**config.mk**
```make
export PLATFORM = sky130hd
export DESIGN_NAME = weight_preload_dbuf
export DESIGN_NICKNAME = d
export VERILOG_FILES = /design/src/rtl/weight_preload_dbuf.sv
export SDC_FILE = /design/constraint.sdc
export NUM_CORES = 1
export LEC_CHECK = 0
export CAP_MARGIN = 20
export CORE_UTILIZATION = 45
export CTS_CLUSTER_DIAMETER = 120
export DETAILED_ROUTE_END_ITERATION = 8
export HOLD_SLACK_MARGIN = 0.05
export PLACE_DENSITY = 0.72
export SYNTH_ARGS = -nofsm -noshare
export SYNTH_HDL_FRONTEND = slang
export SYNTH_SLANG_ARGS = --single-unit
```
**constraint.sdc**
```tcl
create_clock -name clk -period 1.6 [get_ports clk]
set_input_delay 0.16 -clock clk [delete_from_list [all_inputs] [get_ports clk]]
set_output_delay 0.16 -clock clk [all_outputs]
set_load 0.02 [all_outputs]
```
**src/rtl/weight_preload_dbuf.sv**
```systemverilog
`default_nettype none
// ============================================================================
//  Module   : weight_preload_dbuf
//  Purpose  : Double-buffered weight preloader. A shadow shift bank fills one
//             tap per beat while the active bank drives the PE array.
//  Revision : 1.0
// ============================================================================
module weight_preload_dbuf #(
    parameter int ROWS  = 5,
    parameter int TAPS  = 5,
    parameter int WBITS = 1
) (
    input  logic                           clk,
    input  logic                           rst,
    input  logic [ROWS*WBITS-1:0]          w_in,
    input  logic                           w_valid,
    output logic                           w_ready,
    input  logic                           swap,
    input  logic                           clear,
    output logic [$clog2(TAPS+1)-1:0]      beat_cnt,
    output logic                           shadow_full,
    output logic                           swap_done,
    output logic                           active_valid,
    output logic                           swap_err,
    output logic [ROWS*TAPS*WBITS-1:0]     w_out
);

    localparam int                c_cnt_w     = $clog2(TAPS+1);
    localparam logic [c_cnt_w-1:0] c_last_beat = c_cnt_w'(TAPS-1);

    generate
        if (TAPS < 1 || ROWS < 1 || WBITS < 1) begin : g_bad_params
            $error("weight_preload_dbuf: TAPS, ROWS and WBITS must all be >= 1");
        end
    endgenerate

    typedef enum logic [0:0] {
        S_FILL = 1'b0,
        S_FULL = 1'b1
    } state_t;

    state_t                        r_state;
    state_t                        w_state_nxt;
    logic [c_cnt_w-1:0]            r_cnt;
    logic [c_cnt_w-1:0]            w_cnt_nxt;
    logic [ROWS*TAPS*WBITS-1:0]    r_shadow;
    logic [ROWS*TAPS*WBITS-1:0]    r_active;
    logic                          r_swap_done;
    logic                          r_active_valid;
    logic                          r_swap_err;
    logic                          w_commit;
    logic                          w_shift;
    logic                          w_early_swap;

    // A commit only happens in FULL and a shift only in FILL, so they never collide.
    always_comb begin
        w_state_nxt  = r_state;
        w_cnt_nxt    = r_cnt;
        w_commit     = swap && (r_state == S_FULL);
        w_early_swap = swap && (r_state == S_FILL);
        w_shift      = w_valid && (r_state == S_FILL) && !clear;

        if (w_commit || clear) begin
            w_cnt_nxt   = '0;
            w_state_nxt = S_FILL;
        end else if (w_shift) begin
            w_cnt_nxt = r_cnt + 1'b1;
            if (r_cnt == c_last_beat) begin
                w_state_nxt = S_FULL;
            end
        end
    end

    always_ff @(posedge clk) begin
        if (rst) begin
            r_state        <= S_FILL;
            r_cnt          <= '0;
            r_swap_done    <= 1'b0;
            r_active_valid <= 1'b0;
            r_swap_err     <= 1'b0;
        end else begin
            r_state     <= w_state_nxt;
            r_cnt       <= w_cnt_nxt;
            r_swap_done <= w_commit;
            if (w_commit) begin
                r_active_valid <= 1'b1;
            end
            if (w_early_swap) begin
                r_swap_err <= 1'b1;
            end
        end
    end

    // Each lane shifts toward tap 0; the newest beat always lands in tap TAPS-1.
    always_ff @(posedge clk) begin
        if (rst) begin
            r_shadow <= '0;
        end else if (w_shift) begin
            for (int r = 0; r < ROWS; r++) begin
                for (int t = 0; t < TAPS-1; t++) begin
                    r_shadow[(r*TAPS+t)*WBITS +: WBITS] <= r_shadow[(r*TAPS+t+1)*WBITS +: WBITS];
                end
                r_shadow[(r*TAPS+TAPS-1)*WBITS +: WBITS] <= w_in[r*WBITS +: WBITS];
            end
        end
    end

    always_ff @(posedge clk) begin
        if (rst) begin
            r_active <= '0;
        end else if (w_commit) begin
            r_active <= r_shadow;
        end
    end

    assign w_ready      = (r_state == S_FILL);
    assign shadow_full  = (r_state == S_FULL);
    assign beat_cnt     = r_cnt;
    assign swap_done    = r_swap_done;
    assign active_valid = r_active_valid;
    assign swap_err     = r_swap_err;
    assign w_out        = r_active;

endmodule
`default_nettype wire
```
==> qor.yml, run 1 <==
critical_path:
  max_fanout_on_critical_path: 6
  critPathArrivalTime_ps: 1380
  critical-path-top-delay-family: "buffers and inverters"
  critical_path_class: "register to primary output"
  crit_required_ps: 1440
  timing.critical_path.buf_inv: 2
  r2r_worst_path_depth: 3
  critical_path.startpoint_type: "register"
  critical_path.cell_chain: "inv_1 -> clkdlybuf4s50_1"
  cpPeakStageDelay_ps: 600
  crit_path_end_kind: "primary output"
  timing.rr.start: "shadow_full"
  timing.critical_path.slowest_stage_cell: "sky130_fd_sc_hd__clkdlybuf4s50_1"
  regToRegSetupSlack_ps: 280
  rr_endpoint: "beat_cnt[2]"
floorplanning:
  fp-row-count: 23
  core-area_mm2: 0.00412
  die_area_mm2: 0.00470
  io_pins: 43
  die_height_um: 68.6
  starting_density_pct: 48.5
  die_width_um: 68.6
power:
  power_switching_w: 0.000600
  p_leak_nw: 0.919
  p_per_area_mw_per_mm2: 1020
  vdd_drop_max_v: 0.000471
  comb_power_share_pct: 4.2
  power.share.clock_pct: 42.9
  power.share.switching_pct: 22.1
  seq_power_share_pct: 52.9
  internal_power_w: 0.00212
clock_tree:
  numClockSinks: 57
  tritoncts: "built"
  cts.htree.levels: 3
  clk_path_buf_depth: 2
  hold_buffers: 0
  cts.clk_slew.worst_paths_ps: 60
  postCtsResizedCells: 2
  postCtsSetupRepairBufs: 0
  cts_buffers: 9
  clkLatencyLatePin_ps: 320
  cts_root_buffer: "sky130_fd_sc_hd__clkbuf_8"
drt:
  post-route-drc-count: 0
  detailroute.via_count: 1747
  route.final.wire_length_um: 4020
  drt-initial-drc-count: 164
  antenna_violating_nets_post_route: 0
  drt-vias-per-instance: 4.94
  avgRoutedWirePerCell_um: 11.4
  firstDrtPassIters: 4
timing:
  slew-limit-headroom_pct: 81.3
  worst_hold_slack_ps: 185
  grt_setup_unrepaired: "false"
  maxSlewViolCount: 0
  finalCritPeriodShare_pct: 96.3
  fmax_mhz: 649
  tightest_pin_transition_ps: 281
  skew_ps: 3.61
  min_period_ps: 1540
  final-hold-violation-count: 0
  tns_ps: 0
  final_critical_path_setup_slack_ps: 58.9
  setup_violating_endpoint_count_in_the_final_report: 0
grt:
  global_route.overflow_total: 0
  global_route_wire_length_before_repair_um: 6790
  grt_antenna_before_repair: 0
  gr-usage-all-layers_pct: 20.2
  grt_pass1_vias: 1559
  grt_max_degree: 24
synth:
  ys_warn_count: 0
  yosys.cell_count.top_type: "sky130_fd_sc_hd__nand2_1"
  yosys.area_share.adder_pct: 1.25
  ys_seq_elements: 57
  seq_area_frac_synth_pct: 57.2
  fraction_of_synthesized_cell_area_taken_by_the_top_area_cell_type_pct: 57.2
  synthMuxAreaShare_pct: 0
  synth_simple_gate_area_share_pct: 23.0
  synth_top_family_by_area: "simple AND/OR/NAND/NOR gates"
  synth-compound-area-share_pct: 14.1
  synthDominantAreaCellType: "sky130_fd_sc_hd__dfxtp_1"
  synth_enable_flop_cells: 0
  post_synth_instance_area_mm2: 0.00199
  synthesis.nets: 262
  synth.top_cells.by_count: "105 x sky130_fd_sc_hd__nand2_1, 57 x sky130_fd_sc_hd__dfxtp_1, 55 x sky130_fd_sc_hd__a21oi_1"
  ys_async_rst_share_pct: 0
  synthFlopType: "sky130_fd_sc_hd__dfxtp_1"
  yosys.area_share.xor_xnor_pct: 0
  postSynthCellCount: 250
  synth_top_cells_by_area: "sky130_fd_sc_hd__dfxtp_1 57%, sky130_fd_sc_hd__nand2_1 20%, sky130_fd_sc_hd__a21oi_1 14%"
  ys_types: 15
  avgSynthCellArea_um2: 7.98
final_layout:
  drive_above_1_share_pct: 9.54
  finish.instance_area_mm2: 0.00268
  num-nets-final: 311
  diode_insertion_count_for_antenna_repair: 0
  syn_to_final_growth_pct: 34.4
  post_layout_nonfiller_instances: 354
hold_path:
  whs_endpoint: "swap_err"
  hold_path_depth: 2
  holdCritPathClass: "input pin to register"
  hold_path_startpoint: "rst"
placed_design:
  gp_congestion: 0.817
  preCtsSetupSlack_ps: 34.5
  port_buffers: 42
  dp_cells: 338
  dp.final_hpwl_um: 2570
  placed_area_mm2: 0.00251
outcome:
  run_status: "finished, final reports clean"
flow_run:
  drv_cap: 0
## power by group through the flow
stage                     Combinational [W]  Sequential (W)  Clock (W)
after floorplan                   0.0000563         0.00147          0
after global placement             0.000114         0.00147          0
after detailed placement           0.000114         0.00147          0
after CTS                          0.000115         0.00144    0.00119
after global routing               0.000124         0.00144    0.00128
final                              0.000115         0.00144    0.00117
## state kept, by name (all words and copies together) (netlist names)
| name | count |
|---|---|
| r_shadow | 25 |
| w_out | 25 |
| beat_cnt | 3 |
| active_valid | 1 |
| shadow_full | 1 |
| swap_done | 1 |
| swap_err | 1 |
## per-layer routing
| layer | global-route usage (%) | wire length [um] | share of wire [%] | vias to the layer above |
|---|---|---|---|---|
| met2 | 31.5 | 1930 | 48 | 42 |
| met5 | 0 | 0 | 0 | - |
| met4 | 11.5 | 56 | 1.4 | 0 |
| met3 | 6.58 | 172 | 4.3 | 6 |
| li1 | - | - | - | 900 |
| met1 | 24.3 | 1870 | 46 | 799 |
## cells by family after synthesis
kind of cell | after synthesis
DFF | 57
AOI/OAI and AO/OA | 56
and+or+nand+nor | 115
buffers and inverters | 20
adders and majority gates | 2
## per-stage QoR
step	util [%]	total power (W)
CTS	65.1	0.00275
global placement	60.9	0.00158
floorplan	-	0.00153
global route	65.1	0.00284
finish	65.1	0.00272
detailed placement	60.9	0.00158
## cell usage in the layout, fill, tap and decap left out
cell,synthesis,layout
sky130_fd_sc_hd__clkinv_2,0,3
sky130_fd_sc_hd__or3_1,2,2
sky130_fd_sc_hd__dfxtp_1,57,56
sky130_fd_sc_hd__clkbuf_1,8,2
sky130_fd_sc_hd__clkbuf_8,0,11
sky130_fd_sc_hd__buf_2,6,1
sky130_fd_sc_hd__buf_4,2,11
sky130_fd_sc_hd__nor3b_4,0,1
sky130_fd_sc_hd__or3b_1,1,1
sky130_fd_sc_hd__nor2_1,4,4
sky130_fd_sc_hd__ha_1,2,2
sky130_fd_sc_hd__nand2_1,105,105
sky130_fd_sc_hd__o21ai_0,1,1
sky130_fd_sc_hd__dfxtp_2,0,1
sky130_fd_sc_hd__clkdlybuf4s50_1,0,40
sky130_fd_sc_hd__a21oi_1,55,55
sky130_fd_sc_hd__nand4b_1,1,1
sky130_fd_sc_hd__and2_1,1,1
sky130_fd_sc_hd__inv_1,4,4
sky130_fd_sc_hd__buf_12,0,1
sky130_fd_sc_hd__dlygate4sd2_1,0,1
## how the worst max path moves through the flow
stage	start	to	slack (ps)	cells past startpoint
finish	shadow_full	w_ready	60	2
global route	shadow_full	w_ready	10	2
CTS	shadow_full	w_ready	40	2
detailed placement	w_valid	beat_cnt[2]	30	4
global placement	w_valid	beat_cnt[2]	70	4
floorplan	shadow_full	r_shadow[0]	240	5
## cell type report
cell class / instances / area (um^2)
Fill cell: 350 / 1440
Sequential cell: 57 / 1140
Multi-Input combinational cell: 173 / 769
Timing Repair Buffer: 54 / 517
Clock buffer: 13 / 159
Tap cell: 50 / 62.6
Clock inverter: 3 / 15.0
Inverter: 4 / 15.0
Note: power is estimated with default switching activity, not from simulation.
==> run 2: changes to the inputs <==
SLEW_MARGIN = 20   (was default)
==> results of run 2 <==
The final DEF is identical to that of run 1; final timing and power are the same.
==> run 3: changes to the inputs <==
ABC_AREA = 1   (was default)
CORE_UTILIZATION = 30   (was 45)
PLACE_DENSITY = default   (was 0.72)
==> run 3 against run 2 <==
Effect of this change: non-clock buffer count is 7 lower; combinational power is 16% higher; sequential cell count stayed put; core utilization is 24 points lower; register-to-register slack better by 150 ps; global-route usage is 7.0 points lower; setup slack better by 0.63 ps; largest power group unchanged; synthesized area is 5.5% higher; clock skew is 0.80 ps lower; routed wire length is 9.1% higher.
==> qor.yml, run 3 <==
clock_tree:
  cts.clk_slew.worst_paths_ps: 60  # about the same
  clk_path_buf_depth: 2  # unchanged
  hold_buffers: 0  # unchanged
  tritoncts: "built"
  clkLatencyLatePin_ps: 330  # about the same
  cts_root_buffer: "sky130_fd_sc_hd__clkbuf_8"
  numClockSinks: 57  # unchanged
  cts.htree.levels: 3  # unchanged
  cts_buffers: 9  # unchanged
final_layout:
  fin_util_pct: 40.7  # -24 points
  num-nets-final: 311  # unchanged
  drive_above_1_share_pct: 13.5  # +4.0 points
  final.fill_count: 719  # +110%
  syn_to_final_growth_pct: 31.5
  diode_insertion_count_for_antenna_repair: 0  # unchanged
  layout_common_cells: "60 x sky130_fd_sc_hd__nand2_1, 57 x sky130_fd_sc_hd__dfxtp_1, 54 x sky130_fd_sc_hd__nor2_1, 40 x sky130_fd_sc_hd__clkdlybuf4s50_1, 25 x sky130_fd_sc_hd__o21ai_0"
  layout.area.seq_mm2: 0.00114  # -0.11%
  layout.cells.most_common: "sky130_fd_sc_hd__nand2_1"
  post_layout_nonfiller_instances: 399  # +13%
  multi_input_area_um2: 850  # +10%
floorplanning:
  die_width_um: 85.8  # +25%
  starting_density_pct: 31.0  # -17 points
  io_pins: 43  # unchanged
  core-area_mm2: 0.00679  # +65%
  die_height_um: 85.8  # +25%
  die_area_mm2: 0.00735  # +56%
  fp-row-count: 30  # +30%
critical_path:
  max_fanout_on_critical_path: 5  # -1
  critical_path.startpoint_type: "register"
  critPathArrivalTime_ps: 1380  # about the same
  critical-path-top-delay-family: "buffers and inverters"
  crit_path_end_kind: "primary output"
  timing.critical_path.slowest_stage_cell: "sky130_fd_sc_hd__clkdlybuf4s50_1"
  crit_required_ps: 1440  # about the same
  critical_path_class: "register to primary output"
  critical_path.cell_chain: "clkdlybuf4s50_1"
  timing.critical_path.buf_inv: 1  # -1
  cpPeakStageDelay_ps: 640  # +40 ps
drt:
  drt-vias-per-instance: 4.39  # -11%
  antenna_violating_nets_post_route: 0  # unchanged
  post-route-drc-count: 0  # unchanged
  firstDrtPassIters: 4  # unchanged
  detailroute.via_count: 1750  # +0.17%
  avgRoutedWirePerCell_um: 11.0  # -3.2%
  route.final.wire_length_um: 4390  # +9.1%
  drt-initial-drc-count: 57  # -65%
timing:
  slew-limit-headroom_pct: 72.3  # -9.0 points
  tightest_pin_transition_ps: 416  # +135 ps
  skew_ps: 2.81  # -0.804 ps
  min_period_ps: 1540  # -0.628 ps
  maxSlewViolCount: 0  # unchanged
  setup_violating_endpoint_count_in_the_final_report: 0  # unchanged
  final_critical_path_setup_slack_ps: 59.5  # +0.628 ps
  fmax_mhz: 649  # about the same
  tns_ps: 0  # unchanged
  finalCritPeriodShare_pct: 96.3  # about the same
  final-hold-violation-count: 0  # unchanged
  grt_setup_unrepaired: "false"
synth:
  synth.top_cells.by_count: "60 x sky130_fd_sc_hd__nand2_1, 57 x sky130_fd_sc_hd__dfxtp_1, 54 x sky130_fd_sc_hd__nor2_1"
  seq_area_frac_synth_pct: 54.2  # -3.0 points
  synthesis.nets: 266  # +1.5%
  synth_enable_flop_cells: 0  # unchanged
  ys_warn_count: 0  # unchanged
  fraction_of_synthesized_cell_area_taken_by_the_top_area_cell_type_pct: 54.2  # -3.0 points
  synth_top_cells_by_area: "sky130_fd_sc_hd__dfxtp_1 54%, sky130_fd_sc_hd__nand2_1 11%, sky130_fd_sc_hd__nor2_1 9.6%"
  avgSynthCellArea_um2: 8.29  # +3.9%
  ys_async_rst_share_pct: 0  # unchanged
  synthDominantAreaCellType: "sky130_fd_sc_hd__dfxtp_1"
  post_synth_instance_area_mm2: 0.00210  # +5.5%
  postSynthCellCount: 254  # +1.6%
  yosys.cell_count.top_type: "sky130_fd_sc_hd__nand2_1"
  ys_types: 19  # +4
  ys_seq_elements: 57  # unchanged
  synthFlopType: "sky130_fd_sc_hd__dfxtp_1"
grt:
  global_route_wire_length_before_repair_um: 7400  # +8.9%
  gr-usage-all-layers_pct: 13.2  # -7.0 points
  grt_antenna_before_repair: 0  # unchanged
  grt_pass1_vias: 1634  # +4.8%
  global_route.overflow_total: 0  # unchanged
  grt_max_degree: 29  # +21%
power:
  p_leak_nw: 0.929  # +1.2%
  p_per_area_mw_per_mm2: 966  # -4.9%
  report.power.total_w: 0.00267  # -1.8%
  vdd_drop_max_v: 0.000325  # -31%
placed_design:
  dp.final_hpwl_um: 2780  # +8.5%
  preCtsSetupSlack_ps: 172  # +138 ps
  gp_congestion: 0.695  # -15%
  dp_cells: 384  # +14%
  port_buffers: 42  # unchanged
flow_run:
  drv_cap: 0  # unchanged
hold_path:
  holdCritPathClass: "input pin to register"
outcome:
  run_status: "finished, final reports clean"
-- run 3: changes by cell type after synthesis, sizes merged, moves of 3 or more --
cell    change
o21ai      +24
a21oi      -25
inv         +3
nor2       +51
clkbuf      -4
nand2      -44
-- run 3: logic make-up after synthesis --
kind of cell    count (synthesis)  share of synthesized area, %
compound gates                 55                          16.6
fa+ha+maj                       2                          1.19
buf+inv                        21                          5.41
flops                          57                          54.2
simple gates                  119                          22.5
-- run 3: layout make-up --
cell class | instances | area share, %
timing repair buffer | 47 | 16.9
multi-input combinational | 176 | 30.7
inverter | 8 | 1.13
sequential | 57 | 41.2
tap | 96 | 4.34
clock buffer | 15 | 5.65
-- run 3: final timing paths --
check	start	endpoint	slack [ps]	cells past startpoint
setup / recovery	beat_cnt[2]	beat_cnt[2]	60	1
hold / removal	w_in[3]	r_shadow[19]	410	3
setup reg to reg	shadow_full	w_out[4]	430	4
hold reg to reg	r_shadow[10]	r_shadow[10]	460	2
-- run 3: routing by layer --
| layer | GRT usage, % | vias up | wire length, um |
|---|---|---|---|
| met3 | 5.29 | 5 | 221 |
| met1 | 16.6 | 806 | 2170 |
| met4 | 6.52 | 0 | 48 |
| met5 | 0 | - | 0 |
| met2 | 19.6 | 39 | 1940 |
| li1 | - | 900 | - |
-- run 3: what timing repair did --
item,4_1_cts,5_1_grt
gates resized for setup,2,0
endpoints found under the setup margin,2,0
setup buffers,0,0
-- run 3: where the power goes --
| group | internal (W) | switching, W |
|---|---|---|
| registers | 0.00143 | 0.00000796 |
| logic | 0.0000526 | 0.0000805 |
| clock network | 0.000598 | 0.000500 |
-- run 3: through the flow --
stage               cell area (um^2)  hold WS, ps
floorplan                       2100          303
global placement                2610          450
detailed placement              2610          459
CTS                             2770          396
global route                    2770          414
finish                          2770          410
-- run 3: worst register-to-register path, stage by stage, from the launching register on --
cell                       delay, ps
sky130_fd_sc_hd__dfxtp_1         370
sky130_fd_sc_hd__nand2_2         130
sky130_fd_sc_hd__clkinv_2        300
sky130_fd_sc_hd__nor2_1          200
sky130_fd_sc_hd__nor2_1           60
